$ cat src/rtl/mdu_sequencer.sv
// rtl/mdu_sequencer.sv - iteration sequencer for the shared multiply/divide kernel
module mdu_sequencer #(
    parameter int PARALLELISM = 32,
    parameter int CNT_W       = $clog2(PARALLELISM + 2)
) (
    input  logic             clk,
    input  logic             rst_n,
    input  logic             in_valid_i,
    output logic             in_ready_o,
    input  logic [2:0]       opCode_i,
    input  logic             div_zero_i,
    input  logic             rem_neg_i,
    input  logic             kill_i,
    output logic             load_o,
    output logic             iter_en_o,
    output logic             saveReminder_o,
    output logic             correct_o,
    output logic [2:0]       opCode_o,
    output logic [CNT_W-1:0] iter_cnt_o,
    output logic             out_valid_o,
    input  logic             out_ready_i,
    output logic             div_zero_o
);

    typedef enum logic [2:0] {
        S_IDLE,
        S_LOAD,
        S_ITER,
        S_SAVE_REM,
        S_CORRECT,
        S_DONE
    } state_t;

    state_t            state;
    state_t            state_nxt;
    logic [2:0]        op_nxt;
    logic [CNT_W-1:0]  cnt_nxt;
    logic              dz_nxt;

    // State register; reset abandons any operation in flight.
    always_ff @(posedge clk or negedge rst_n) begin
        if (!rst_n) begin
            state <= S_IDLE;
        end else begin
            state <= state_nxt;
        end
    end

    // Operation context: latched opcode, remaining iterations, divide-by-zero flag.
    always_ff @(posedge clk or negedge rst_n) begin
        if (!rst_n) begin
            opCode_o   <= 3'b000;
            iter_cnt_o <= '0;
            div_zero_o <= 1'b0;
        end else begin
            opCode_o   <= op_nxt;
            iter_cnt_o <= cnt_nxt;
            div_zero_o <= dz_nxt;
        end
    end

    // Next-state, context updates and kernel strobes decoded from the current state.
    always_comb begin
        state_nxt      = state;
        op_nxt         = opCode_o;
        cnt_nxt        = iter_cnt_o;
        dz_nxt         = div_zero_o;
        in_ready_o     = 1'b0;
        load_o         = 1'b0;
        iter_en_o      = 1'b0;
        saveReminder_o = 1'b0;
        correct_o      = 1'b0;
        out_valid_o    = 1'b0;

        case (state)
            S_IDLE: begin
                // kill_i blocks acceptance so an abort never races a new request.
                in_ready_o = !kill_i;
                if (in_valid_i && !kill_i) begin
                    op_nxt    = opCode_i;
                    dz_nxt    = 1'b0;
                    state_nxt = S_LOAD;
                end
            end
            S_LOAD: begin
                load_o = 1'b1;
                if (opCode_o[2] && div_zero_i) begin
                    dz_nxt    = 1'b1;
                    state_nxt = S_DONE;
                end else begin
                    // Divide needs one extra iteration to produce the final quotient bit.
                    cnt_nxt   = opCode_o[2] ? CNT_W'(PARALLELISM) : CNT_W'(PARALLELISM - 1);
                    state_nxt = S_ITER;
                end
            end
            S_ITER: begin
                iter_en_o = 1'b1;
                if (iter_cnt_o == '0) begin
                    state_nxt = opCode_o[2] ? S_SAVE_REM : S_DONE;
                end else begin
                    cnt_nxt = iter_cnt_o - CNT_W'(1);
                end
            end
            S_SAVE_REM: begin
                saveReminder_o = 1'b1;
                state_nxt      = rem_neg_i ? S_CORRECT : S_DONE;
            end
            S_CORRECT: begin
                correct_o = 1'b1;
                state_nxt = S_DONE;
            end
            S_DONE: begin
                // Valid is withdrawn under kill so the consumer never sees a completed handshake.
                out_valid_o = !kill_i;
                if (out_ready_i) begin
                    state_nxt = S_IDLE;
                end
            end
            default: begin
                state_nxt = S_IDLE;
            end
        endcase

        if (kill_i && (state != S_IDLE)) begin
            state_nxt = S_IDLE;
            dz_nxt    = 1'b0;
        end
    end

    // At most one kernel control may be active in any cycle.
    strobe_onehot0: assert property (@(posedge clk) disable iff (!rst_n)
        $onehot0({load_o, iter_en_o, saveReminder_o, correct_o}));

endmodule

$ cat config.mk
export PLATFORM = sky130hd
export DESIGN_NAME = mdu_sequencer
export DESIGN_NICKNAME = d
export VERILOG_FILES = /design/src/rtl/mdu_sequencer.sv
export SDC_FILE = /design/constraint.sdc
export NUM_CORES = 1
export LEC_CHECK = 0
export ABC_AREA = 1
export BUFFER_PORTS_ARGS = -buffer_cell sky130_fd_sc_hd__buf_4
export CORE_MARGIN = 8
export CORE_UTILIZATION = 48
export CTS_BUF_LIST = sky130_fd_sc_hd__clkbuf_4
export DETAILED_ROUTE_END_ITERATION = 6
export MAX_ROUTING_LAYER = met4
export PLACE_DENSITY_LB_ADDON = 0.05
export REMOVE_ABC_BUFFERS = 1
export SLEW_MARGIN = 20
export SYNTH_ARGS = -nofsm -noshare
export SYNTH_HDL_FRONTEND = slang
export SYNTH_SLANG_ARGS = --single-unit
export TNS_END_PERCENT = 10
$ cat constraint.sdc
create_clock -name clk -period 1.3 [get_ports clk]
set_input_delay 0.39 -clock clk [delete_from_list [all_inputs] [get_ports clk]]
set_output_delay 0.39 -clock clk [all_outputs]
set_load 0.05 [all_outputs]
; Word-level counts from Yosys, hierarchy flattened
; Index checks and enable logic that the tools add are counted.
[word_totals]
register_bits = 13
latchBits = 0
output_inout_bits = 16
mem_bits_ro = 0
n_memories = 0
elab_cells = 51
mem_bits_rw = 0
input_bits = 10
[classes]
reduce_logical = 13
n_shift = 0
div = 0
muxes = 22
eq_ne = 11
multipliers = 0
n_lt_le_gt_ge = 0
n_addsub = 1
bitwise_logic = 0
[ops]
columns = op, count
row1 = 3-bit 2-to-1 mux, 6
row2 = 6-bit 2-to-1 mux, 3
row3 = 3-bit one-hot mux with 6 select lines, 1
row4 = 3-bit != test (second input constant), 4
row5 = 6-bit one-hot mux with 2 select lines, 1
row6 = 1-bit 2-to-1 mux, 10
row7 = 3-bit AND reduction, 3
row8 = 3-bit by 2-bit equality test with 1-bit output (second input constant), 2
row9 = 3-bit equality test (second input constant), 2
row10 = 6-bit zero test, 1
row11 = 3-bit nonzero test, 2
row12 = 6-bit by 1-bit subtractor with 6-bit output (second input constant), 1
row13 = 2-bit != test (second input constant), 2
row14 = 3-bit by 1-bit equality test with 1-bit output (second input constant), 1
row15 = 1-bit logical AND, 3
row16 = 3-bit zero test, 1
row17 = 1-bit one-hot mux with 2 select lines, 1
row18 = 2-bit AND reduction, 1
row19 = 2-bit nonzero test, 1
row20 = 1-bit zero test, 1

; Longest topological paths before layout
[logic_depth]
ltp_word = 5
depth_mapped = 10
mapped_depth_nobuf = 9

; Worst setup path before layout
; No wires, ideal clock.
[synth_timing]
path_type = reg-to-output
start = register state[2]
end = output out_valid_o
stages_incl_launch_ff = 4
arrival_time_ns = 1.985
slack_ns = -1.075
path_cell_list = dfrtp_1 -> buf_6 -> inv_1 -> nor4_1
[synth_between]
elab_chain_cells = 2
[synth_lines]
columns = item, line
row1 = from (decl), 34  ; state_t state;
row2 = from (signal assigned), 45  ; state <= state_nxt;
row3 = 3-bit equality test, 75  ; case (state)
row4 = 1-bit 2-to-1 mux, 75
row5 = to (decl), 20  ; output logic out_valid_o,
; No other way between the ends.

; Worst setup path after layout
[layout_timing]
start = register state[2]
end = output iter_en_o
[layout_between]
elab_chain_cells = 2
[layout_lines]
columns = item, line
row1 = 3-bit by 2-bit equality test with 1-bit output, 75
row2 = 1-bit 2-to-1 mux, 75
row3 = to (decl), 15  ; output logic iter_en_o,
; No other way between the ends.

==> run metrics <==
status=finished with violations; violated checks=negative setup slack; fin util=84.75%; Fin Clk Skew=between 0.003 and 0.004 ns; hold path startpoint=opCode_i[0]; P_leak=approximately 0.0008 uW; pin count of the biggest net entering global routing=14; r2r startpoint=state[0]$_DFFE_PN0P_; antenna violations before repair=0; minimum clock period=approximately 1.7 ns; # setup viols final=23; crit path DAT=between 1 and 1.5 ns; TritonRoute pass-1 iters=4; largest stage delay on the critical path=0.45 ns; commonest non-fill, non-tap cell in the layout=buf_4; layout cells sized above 1=45.03%; Overflow after GRT=0; vias in the first global route=1,059; Startpoint Class=flop; GPL Wtd Cong=0.8462; drt via density=just under 5; Routed Wire Length=2.716 mm; antenna-violating nets left=0; CTS tree=yes; PwrDens=2817 nW/um^2; Final Hold Vio Count=0; CTS max path bufs=2; H-tree levels=1; Post-Syn Area=between 900 and 1000 sq um; Final period util=127.9%; Multi-input gate area=554.3 sq um; initial drt markers=30; Worst Hold Depth=3; critical path peak fanout=5; CORE AREA=1764 sq um; post-DR wirelength/cell=12.57 um; Seq. cell area=329.1 sq um; die width=59.53 um; die height=59.53 um; die area=3544 sq um; Max Clock Freq=between 600 and 700 MHz; area grow syn2layout=64.37%; class of the worst hold path=input pin to flop; Post-DP HPWL=1.899 mm; clock buffer count from CTS=3; most frequent cells in the layout=37 x buf_4, 36 x nand2_1, 17 x nor2_1, 15 x inv_1, 14 x buf_6; I/O Pins=26; pre-CTS setup slack=-0.1402 ns; Antenna Diode Count=0; CP Data Required Time=just over 0.9 ns; setup TNS=-4.021 ns; Max-Cap Viols=0; count of cell types in the netlist=18; Cells after Synth=roughly 140; worst setup margin=-0.3630 ns; worst r2r path cells=11; Root Driver=clkbuf_4; crit path capture type=output pin; Peak VDD IR=2.119 mV; Slew @ Worst Pin=0.2154 ns; Reg2Reg Setup Slack=-0.22 ns; worst path cell trace=buf_6, nor3_4, buf_6; flop and latch count out of synthesis=13; hold endpoint=opCode_o[0]$_DFFE_PN0P_; Pins Over Slew Limit=0; starting density of the core=around half; post-layout net count=around 200; Rel. slew slack=85.48%; Most common cell on crit path=buf_6; yosys warns=0; Mean Syn Cell Area=6.738 sq um; vias post-DR=between 1,000 and 1,500; RSZ-0062 raised after global routing=yes; worst path buffer plus inverter count=2; sequential area share after synthesis=between 30% and 40%; first-pass GRT wire length=4.595 mm; num rows=15; worst setup path class=flop to output pin; DRC=0; CTS clk-pin slew, worst paths=0.08 ns; CP top delay family=flip-flops; Worst path slowest cell=dfrtp_2; FILL cells=between 100 and 150; R2R Path End=state[2]$_DFFE_PN0P_; Tot GR Track Use=16.80%; Clock Sinks=13; Clk Latency, worst-skew pair=0.29 ns; Port Buffer Count=25
==> Yosys cell counts <==
master	count	area (sq um)
nor3_4	1	16.27
inv_1	17	63.81
nor4_1	1	6.260
ha_1	2	25.02
nand2_1	41	153.9
nor2_2	1	6.260
nor2_1	19	71.32
or2_2	1	6.260
o21ai_0	6	30.03
nand2_2	4	25.02
nand2_4	3	33.78
buf_6	2	22.52
nand3_1	11	55.05
a21oi_1	8	40.04
inv_2	3	11.26
nand4_1	1	6.260
dfrtp_1	13	325.3
nor2_4	1	11.26
==> routing by layer <==
| layer | GRT usage (%) | share of wire, % | up-vias |
|---|---|---|---|
| met1 | 21.03 | 48 | 482 |
| met5 | - | 0 | - |
| met3 | 3.905 | 5.2 | 6 |
| met2 | 25.73 | 46 | 33 |
| li1 | - | - | 532 |
| met4 | 5.782 | 1.4 | 0 |
==> power by group <==
group | internal [uW] | total, uW | leakage [uW] | switching [uW]
clock network | 140 | 287 | 0.0000184 | 147
logic | 1260 | 3150 | 0.000648 | 1890
registers | 603 | 772 | 0.000155 | 168
==> worst max path at each step <==
stage | from | to | cells after the start
2_1_floorplan | state[0]$_DFFE_PN0P_ | out_valid_o | 2
3_3_place_gp | kill_i | out_valid_o | 3
3_5_place_dp | state[1]$_DFFE_PN0P_ | iter_cnt_o[3]$_DFFE_PN0P_ | 8
4_1_cts | state[1]$_DFFE_PN0P_ | in_ready_o | 4
5_1_grt | state[0]$_DFFE_PN0P_ | correct_o | 5
6_report | state[2]$_DFFE_PN0P_ | iter_en_o | 3
==> through the flow <==
step	power (uW)	instance area, sq um	instances	hold slack, ns
after floorplan	2429	887.1	133	0.09441
after global placement	3384	1271	205	0.2433
after detailed placement	3427	1271	205	0.2469
after CTS	4090	1455	214	0.3375
after global routing	4493	1495	216	0.3590
final	4212	1495	216	0.3347
==> flip-flops by register name (all words and copies together) (netlist names) <==
name,cells
state,3
opCode_o,3
iter_cnt_o,6
div_zero_o,1
==> final cells by class <==
cell class                      count  share of cell area [%]
Sequential cell                    13                   22.01
Clock buffer                        4                   2.008
Tap cell                           25                   2.092
Inverter                           20                   5.021
Timing Repair Buffer               54                   31.80
Multi-Input combinational cell    100                   37.07
==> cell families after synthesis <==
logic type,Yosys count,share of synthesized area [%]
and+or+nand+nor,84,43.06
adders and majority gates,2,2.751
AOI/OAI and AO/OA,14,7.703
DFF,13,35.76
buffers and inverters,22,10.73
==> worst min-delay path, stage by stage <==
cell and delay, ns:
buf_4 0.07, nand3_1 0.06, nand2_1 0.06
==> repair_timing <==
item,4_1_cts,5_1_grt
buffers inserted,4,2
gates resized for setup,34,7
endpoints found under the hold margin,13,0
hold buffers,1,0
setup endpoints to repair,23,26
pin swaps,5,3
(Power assumes the default switching activity.)
